[src/rtl/div_unit_pkg.sv]
// rtl/div_unit_pkg.sv - shared defines for the divider: FSM states, handshake levels, bus widths.
package div_unit_pkg;

  typedef enum logic [1:0] {
    DivFree   = 2'b00,
    DivByZero = 2'b01,
    DivOn     = 2'b10,
    DivEnd    = 2'b11
  } div_state_e;

  localparam logic DivStart          = 1'b1;
  localparam logic DivStop           = 1'b0;
  localparam logic DivResultReady    = 1'b1;
  localparam logic DivResultNotReady = 1'b0;

  localparam int RegBusW       = 32;
  localparam int DoubleRegBusW = 64;

  typedef logic [RegBusW-1:0]       reg_bus_t;
  typedef logic [DoubleRegBusW-1:0] double_reg_bus_t;

  // Magnitude of an operand; only negative values in signed mode are flipped.
  function automatic reg_bus_t mag32(input reg_bus_t v, input logic is_signed);
    return (is_signed && v[RegBusW-1]) ? (~v + 32'd1) : v;
  endfunction

endpackage

[src/rtl/div_unit_if.sv]
// rtl/div_unit_if.sv - request/result bundle between EX and the divider.
interface div_unit_if;
  import div_unit_pkg::*;

  logic            signed_div_i;
  reg_bus_t        opdata1_i;
  reg_bus_t        opdata2_i;
  logic            start_i;
  logic            annul_i;
  double_reg_bus_t result_o;
  logic            ready_o;

  modport master (
    output signed_div_i, opdata1_i, opdata2_i, start_i, annul_i,
    input  result_o, ready_o
  );

  modport slave (
    input  signed_div_i, opdata1_i, opdata2_i, start_i, annul_i,
    output result_o, ready_o
  );

endinterface

[src/rtl/div_step.sv]
// rtl/div_step.sv - one restoring-division step: shift in a dividend bit, trial-subtract the divisor.
module div_step (
  input  logic [32:0] acc,
  input  logic [31:0] divisor,
  output logic [31:0] rem_next,
  output logic        q_bit
);

  logic [33:0] diff;

  // The partial remainder is always below the divisor, so a non-borrowing result fits in 32 bits.
  assign diff     = {1'b0, acc} - {2'b00, divisor};
  assign q_bit    = ~diff[33];
  assign rem_next = q_bit ? diff[31:0] : acc[31:0];

endmodule

[src/rtl/div_unit.sv]
// rtl/div_unit.sv - 32-cycle restoring divider (DIV/DIVU), result as {remainder, quotient}.
// Optional DIV_ZERO_FAST_EN: divisor 0 short-circuits through DivByZero with a zero result.
module div_unit
  import div_unit_pkg::*;
(
  input  logic      clk,
  input  logic      rst,
  div_unit_if.slave bus
);

  div_state_e state_q, state_d;
  logic       ready_q, ready_d;
  logic [5:0] cnt_q;
  reg_bus_t   rem_q, dvd_q, dvs_q;
  logic       sign_a_q, sign_b_q, mode_q;

  reg_bus_t   step_rem;
  logic       step_q;
  reg_bus_t   q_final;
  logic       neg_q, neg_r;

  div_step u_step (
    .acc      ({rem_q, dvd_q[31]}),
    .divisor  (dvs_q),
    .rem_next (step_rem),
    .q_bit    (step_q)
  );

  // The dividend register doubles as the quotient shift register.
  assign q_final = {dvd_q[30:0], step_q};
  assign neg_q   = mode_q & (sign_a_q ^ sign_b_q);
  assign neg_r   = mode_q & sign_a_q;

  always_ff @(posedge clk or negedge rst) begin
    if (!rst) state_q <= DivFree;
    else      state_q <= state_d;
  end

  always_comb begin
    state_d = state_q;
    ready_d = DivResultNotReady;
    case (state_q)
      DivFree: begin
        if (bus.start_i == DivStart && !bus.annul_i) begin
`ifdef DIV_ZERO_FAST_EN
          state_d = (bus.opdata2_i == '0) ? DivByZero : DivOn;
`else
          state_d = DivOn;
`endif
        end
      end
      DivByZero: begin
        if (bus.annul_i || bus.start_i == DivStop) state_d = DivFree;
        else                                      state_d = DivEnd;
      end
      DivOn: begin
        if (bus.annul_i || bus.start_i == DivStop) state_d = DivFree;
        else if (cnt_q == 6'd31)                  state_d = DivEnd;
      end
      DivEnd: begin
        if (bus.start_i == DivStop) state_d = DivFree;
        else                        ready_d = DivResultReady;
      end
      default: state_d = DivFree;
    endcase
  end

  always_ff @(posedge clk or negedge rst) begin
    if (!rst) begin
      ready_q  <= 1'b0;
      cnt_q    <= '0;
      rem_q    <= '0;
      dvd_q    <= '0;
      dvs_q    <= '0;
      sign_a_q <= 1'b0;
      sign_b_q <= 1'b0;
      mode_q   <= 1'b0;
    end else begin
      ready_q <= ready_d;
      case (state_q)
        DivFree: begin
          if (state_d == DivOn) begin
            cnt_q    <= '0;
            rem_q    <= '0;
            dvd_q    <= mag32(bus.opdata1_i, bus.signed_div_i);
            dvs_q    <= mag32(bus.opdata2_i, bus.signed_div_i);
            sign_a_q <= bus.opdata1_i[31];
            sign_b_q <= bus.opdata2_i[31];
            mode_q   <= bus.signed_div_i;
          end else if (state_d == DivByZero) begin
            cnt_q <= '0;
            rem_q <= '0;
            dvd_q <= '0;
          end
        end
        DivOn: begin
          if (state_d == DivOn) begin
            cnt_q <= cnt_q + 6'd1;
            rem_q <= step_rem;
            dvd_q <= q_final;
          end else if (state_d == DivEnd) begin
            cnt_q <= cnt_q + 6'd1;
            rem_q <= neg_r ? (~step_rem + 32'd1) : step_rem;
            dvd_q <= neg_q ? (~q_final + 32'd1) : q_final;
          end
        end
        default: ;
      endcase
    end
  end

  assign bus.ready_o  = ready_q;
  assign bus.result_o = ready_q ? {rem_q, dvd_q} : '0;

endmodule

[src/flat_wrapper.sv]
// flat-port wrapper written by rule: the top's interface ports become plain ports
module div_unit_flat import div_unit_pkg::*;
  (clk, rst, bus_signed_div_i, bus_opdata1_i, bus_opdata2_i, bus_start_i, bus_annul_i, bus_result_o, bus_ready_o);
  div_unit_if bus_i ();
  input  logic clk;
  input  logic rst;
  input wire logic [$bits(bus_i.signed_div_i)-1:0] bus_signed_div_i;
  input wire logic [$bits(bus_i.opdata1_i)-1:0] bus_opdata1_i;
  input wire logic [$bits(bus_i.opdata2_i)-1:0] bus_opdata2_i;
  input wire logic [$bits(bus_i.start_i)-1:0] bus_start_i;
  input wire logic [$bits(bus_i.annul_i)-1:0] bus_annul_i;
  output wire logic [$bits(bus_i.result_o)-1:0] bus_result_o;
  output wire logic [$bits(bus_i.ready_o)-1:0] bus_ready_o;
  assign bus_i.signed_div_i = bus_signed_div_i;
  assign bus_i.opdata1_i = bus_opdata1_i;
  assign bus_i.opdata2_i = bus_opdata2_i;
  assign bus_i.start_i = bus_start_i;
  assign bus_i.annul_i = bus_annul_i;
  assign bus_result_o = bus_i.result_o;
  assign bus_ready_o = bus_i.ready_o;
  div_unit u_core (.clk(clk), .rst(rst), .bus(bus_i));
endmodule
[config.mk]
export PLATFORM = sky130hd
export DESIGN_NAME = div_unit_flat
export DESIGN_NICKNAME = d
export VERILOG_FILES = /design/src/rtl/div_unit_pkg.sv /design/src/rtl/div_unit_if.sv /design/src/rtl/div_step.sv /design/src/rtl/div_unit.sv /design/src/flat_wrapper.sv
export SDC_FILE = /design/constraint.sdc
export NUM_CORES = 1
export LEC_CHECK = 0
export CAP_MARGIN = 0
export CORE_ASPECT_RATIO = 0.75
export CORE_MARGIN = 2
export CORE_UTILIZATION = 57
export DETAILED_ROUTE_END_ITERATION = 12
export PLACE_DENSITY = 0.9
export SYNTH_ARGS = -nofsm -noshare
export SYNTH_HDL_FRONTEND = slang
export SYNTH_SLANG_ARGS = --single-unit
[constraint.sdc]
create_clock -name clk -period 5.13 [get_ports clk]
set_input_delay 0.7695 -clock clk [delete_from_list [all_inputs] [get_ports clk]]
set_output_delay 0.7695 -clock clk [all_outputs]
set_load 0.005 [all_outputs]
# Word-level counts from Yosys, hierarchy flattened
# Cells that the tools add are included.
# word_totals
reg_bits,108
# op_classes
mux,28
n_reduce_logical,9
addsub,6
bitwise_logic,9
eq_ne,9
# op_table
op,n
32-bit two-way mux,12
32-bit by 1-bit adder with 32-bit output (second input constant),4
32-bit inverter,4
32-bit one-hot mux with 2 select lines,2
64-bit two-way mux,1
33-bit by 32-bit subtractor with 34-bit output,1
6-bit two-way mux,4
6-bit one-hot mux with 2 select lines,1
2-bit two-way mux,5
2-bit == test (second input constant),4
2-bit one-hot mux with 4 select lines,1
6-bit by 1-bit adder with 6-bit output (second input constant),1
6-bit by 5-bit == test with 1-bit output (second input constant),1
3-bit by 1-bit != test with 1-bit output (second input constant),2
2-bit by 1-bit == test with 1-bit output (second input constant),2
1-bit logical AND,3
3-bit AND reduction,1
1-bit AND,2
2-bit zero test,1
1-bit two-way mux,2
1-bit inverter,2
2-bit AND reduction,1
2-bit nonzero test,1
1-bit zero test,1
2 further kinds,2

# Logic depth before layout (Yosys ltp)
# logic_depth
depth_word,8
mapped_depth,22
mapped_depth_nobuf,18

# By module
# Synthesis repeated with hierarchy kept, for this count alone.
# hier_totals
hier_cells,1274
area_unflattened_um2,9770.6
# by_module_without_submodules
mod,n_inst,cells_each,area_per_inst_um2
div_unit,1,902,7397.1
div_step,1,372,2373.5

# Least setup slack after synthesis
# OpenSTA, ideal clock, no wires.
# synth_path
path_kind,reg-to-reg
from,register u_core.rem_q[2]
to,register u_core.rem_q[30]
n_path_buf,4
path_slack_ps,870
synth_period_minus_slack_ps,4260
stages_incl_launch_ff,22
setup_ps,132
t_arrival_ps,4128
cell_sequence,dfrtp_1 > ha_1 > buf_2 > nand3_1 > and2_4 > a2111oi_4 > o21bai_2 > nand3_4 > buf_2 > buf_2 > buf_2 > nand2_1 > o21ai_0 > ha_1 > nand2_1 > or3_1 > nor4_1 > a21o_1 > nand4_2 > o31ai_2 > xor2_1 > o21ai_1
# synth_between
elab_chain_len,8
# synth_rtl
item,line_no,text
from (decl),div_unit.sv:14,"reg_bus_t rem_q, dvd_q, dvs_q;"
from (signal assigned),div_unit.sv:99,rem_q <= step_rem;
from (signal assigned),div_unit.sv:103,rem_q <= neg_r ? (~step_rem + 32'd1) : step_rem;
33-bit by 32-bit subtractor with 34-bit output,div_step.sv:12,"assign diff = {1'b0, acc} - {2'b00, divisor};"
32-bit two-way mux *,div_step.sv:14,assign rem_next = q_bit ? diff[31:0] : acc[31:0];
32-bit inverter,div_unit.sv:103,
32-bit by 1-bit adder with 32-bit output,div_unit.sv:103,
32-bit two-way mux,div_unit.sv:103,
32-bit two-way mux,div_unit.sv:101,end else if (state_d == DivEnd) begin
32-bit two-way mux *,div_unit.sv:97,if (state_d == DivOn) begin
32-bit one-hot mux with 2 select lines *,div_unit.sv:80,case (state_q)
# Every way passes the cells marked *; elsewhere a longest branch is shown, timed or not. The select of a mux whose other input is x is not followed.
# A chain may end at the register's enable or synchronous reset.

# Worst setup path in the final report
# layout_path
from,register u_core.rem_q[27]
to,register u_core.rem_q[30]
# The elaborated chain is that of the path after synthesis.

==> flow_metrics.env <==
export IMPL_status="complete, no violations"
export IMPL_gp_congestion=1.03
export IMPL_yosysTopAreaCell="dfrtp_1"
export IMPL_layout_drive_gt1_share_pct=6.13
export IMPL_drt_wl_total_mm=30.2
export IMPL_wire_per_inst_um=18.5
export IMPL_max_cap_viol_count=0
export IMPL_p_int_uw=2190
export IMPL_ys_types=103
export IMPL_cts_tree="done"
export IMPL_synth_top_family_by_area="compound AO/OA/AOI/OAI gates"
export IMPL_synth_flop_cell="dfrtp_1"
export IMPL_cts_sinks=108
export IMPL_critPathKind="register to register"
export IMPL_p_per_area_nw_per_um2=341
export IMPL_n_antenna_cell=0
export IMPL_synth_edf_count=0
export IMPL_worstPathCellList="ha_1 > a21oi_1 > o21a_1 > nor2_1 > a2111oi_4 > nand3_4 > o21ai_0 > ha_1 > nand2_1 > or3_1 > nor4_1 > a21o_1 > nand4_2 > o31ai_2 > xor2_1 > o21ai_1"
export IMPL_hold_worst_slack_ns=0.506
export IMPL_rsz0062_at_grt="no"
export IMPL_pin_count=134
export IMPL_grt_use_met1_pct=45.6
export IMPL_dpl_cell_area_um2=11700
export IMPL_switching_power_uw=1900
export IMPL_viasPerCell=6.24
export IMPL_stdcell_area_um2=12000
export IMPL_grt_pass1_vias=9516
export IMPL_finalNetCount=1490
export IMPL_yosys_area_share_adder_pct=4.67
export IMPL_avgSynthCellArea_um2=7.96
export IMPL_first_pass_iters=6
export IMPL_synth_seq_area_share_pct=26.1
export IMPL_crit_path_start_kind="register"
export IMPL_clockRootBuffer="clkbuf_16"
export IMPL_slew_viol_final=0
export IMPL_synth_top_area_share_pct=26.1
export IMPL_synth_area_um2=10300
export IMPL_synthMuxAreaShare_pct=2.32
export IMPL_min_period_ns=4.40
export IMPL_slowest_delay_ns=0.62
export IMPL_clockBufferDepth=2
export IMPL_met3_usage_pct=6.35
export IMPL_syn_nets=1406
export IMPL_comb_power_share_pct=54.1
export IMPL_synth_xor_area_share_pct=11.3
export IMPL_finalSetupTns_ns=0
export IMPL_finClkSkew_ns=0.0129
export IMPL_postCtsSetupBuffers=0
export IMPL_grt_first_pass_wirelength_mm=49.3
export IMPL_fmax_mhz=227
export IMPL_cp_slowest_cell="a2111oi_4"
export IMPL_switching_share_pct=46.5
export IMPL_final_util_pct=67.7
export IMPL_groute_usage_overall_pct=31.5
export IMPL_use_met2_pct=47.8
export IMPL_rows=42
export IMPL_ys_warn_count=0
export IMPL_hold_class="register to register"
export IMPL_die_x_um=160
export IMPL_clock_power_share_pct=17.0
export IMPL_synth_area_leaders="dfrtp_1, xnor2_1, xor2_1"
export IMPL_fin_crit_sh_pct=85.7
export IMPL_die_area_um2=19200
export IMPL_crit_top_cell="ha_1"
export IMPL_ys_seq_elements=108
export IMPL_grt_start_max_net_pins=70
export IMPL_leakagePower_uw=0.00480
export IMPL_tightest_slew_ns=1.20
export IMPL_ant_nets=0
export IMPL_htreeDepth=3
export IMPL_synth_simple_area_share_pct=23.7
export IMPL_cts_resized=0
export IMPL_hold_viol=0
export IMPL_cts_made_buffers=9
export IMPL_core_area_um2=17700
export IMPL_portBuffers=133
export IMPL_finalSetupViolCount=0
export IMPL_place_hpwl_mm=22.6
export IMPL_grt_busiest_layer="met2"
export IMPL_path_delay_family="compound AO/OA/AOI/OAI gates"
export IMPL_async_flop_share_pct=100
export IMPL_ir_worst_vdd_mv=0.225
export IMPL_cp_arrival_ns=4.61
export IMPL_synth_compound_area_share_pct=26.7
export IMPL_antenna_found_initial=0
export IMPL_drc=0
export IMPL_max_slew_margin_rel_pct=20.0
export IMPL_worst_setup_path_end_kind="register"
export IMPL_start_util_pct=58.4
export IMPL_drt_initial_drc_count=1206
export IMPL_crit_required_ns=5.35
export IMPL_synthesis_instances=1299
export IMPL_cts_hold_buf=0
export IMPL_clock_latency_ns=0.37
export IMPL_dieHeight_um=121
export IMPL_grt_remaining_overflow=0
export IMPL_path_buf_inv=0
export IMPL_crit_fanout=8
export IMPL_p_seq_share_pct=28.9
export IMPL_clkTransAtPathRegs_ns=0.08
export IMPL_n_fill_cell=1441
export IMPL_routed_via_count=10169
export IMPL_area_growth_pct=16.0
==> state kept, by name, summed over array words and instances, names as in the netlist <==
register and count:
u_core.cnt_q 6, u_core.state_q 2, u_core.dvd_q 32, u_core.dvs_q 32
u_core.bus.ready_o 1, u_core.sign_a_q 1, u_core.sign_b_q 1, u_core.mode_q 1
u_core.rem_q 32
==> tightest hold or removal path, delay by kind of cell, from the launching register on <==
family | cells | cell delay [ns]
DFF | 1 | 0.37
and+or+nand+nor | 2 | 0.10
==> synth_stat cells, types with 5 or more instances <==
cell type and n:
nor2b_1 6, nand4_1 13, nand3_1 12, mux2_2 5, o21ai_0 77, nand2_1 138
ha_1 37, and3_1 7, o21a_1 28, dfrtp_1 108, o211ai_1 5, o221ai_1 26
inv_1 53, mux2i_1 17, or3_1 14, and2_1 75, o41ai_1 8, xor2_1 63
buf_1 8, nor3_1 30, buf_2 18, a21oi_1 106, nor4_1 19, nor2_1 98
clkbuf_1 34, o21ai_1 38, xnor2_1 71, o31ai_1 16, nand2b_1 14, a31oi_1 15
a21o_1 14, a22o_1 5
==> final cells by class <==
cell class                      count  area [um2]  share of cell area, %
Sequential cell                   108        2700                   22.5
Timing Repair Buffer              141        1390                   11.6
Multi-Input combinational cell   1069        7120                   59.3
Inverter                           54         203                   1.69
Clock inverter                      6        55.1                  0.459
Tap cell                          242         303                   2.52
Clock buffer                        9         225                   1.88
==> stage by stage <==
step                      power [uW]  setup WS [ns]  std cells
after floorplan                 2830          0.870       1299
after global placement          3290          0.928       1614
after detailed placement        3350          0.806       1614
after CTS                       4050          0.812       1629
after global routing            4360          0.433       1629
final                           4090          0.734       1629
==> logic make-up after synthesis <==
| logic type | Yosys count |
|---|---|
| AO/OA/AOI/OAI | 401 |
| XOR/XNOR | 134 |
| buffers and inverters | 122 |
| adder cells (fa/ha/maj) | 38 |
| flip-flops | 108 |
| AND/OR/NAND/NOR | 473 |
| multiplexers | 23 |
==> cell usage in the layout, fill, tap and decap left out, types with 30 or more instances in the layout <==
cell type and count:
ha_1 37, nor3_1 30, o21ai_1 38, nand2_1 138
nor2_1 97, and2_1 75, a21oi_1 106, clkdlybuf4s50_1 132
xor2_1 63, dfrtp_1 108, inv_1 53, o21ai_0 77
xnor2_1 71
==> power by group through the flow <==
stage               Sequential, uW  Combinational (uW)  Clock, uW
floorplan                     1130                1700          0
global placement              1180                2110          0
detailed placement            1190                2160          0
CTS                           1170                2170        705
global route                  1200                2420        742
finish                        1180                2210        697
==> routing by layer <==
layer  vias up  share of wire [%]
met5         -                  0
li1       4828                  -
met2       523                 44
met1      4753                 45
met3        65                9.4
met4         0                2.3
==> path summary, 6_finish.rpt <==
kind | start | to | slack, ns | cells after the start
worst max register to register | u_core.rem_q[27] | u_core.rem_q[30] | 0.73 | 16
worst min-delay path | u_core.cnt_q[1] | u_core.cnt_q[1] | 0.51 | 2
max in group asynchronous | rst | u_core.dvs_q[29] | 3.46 | 2
worst max-delay path | u_core.rem_q[27] | u_core.rem_q[30] | 0.73 | 16
worst min register to register | u_core.cnt_q[1] | u_core.cnt_q[1] | 0.51 | 2
min in group asynchronous | rst | u_core.cnt_q[4] | 0.52 | 1
(Power assumes the default switching activity.)
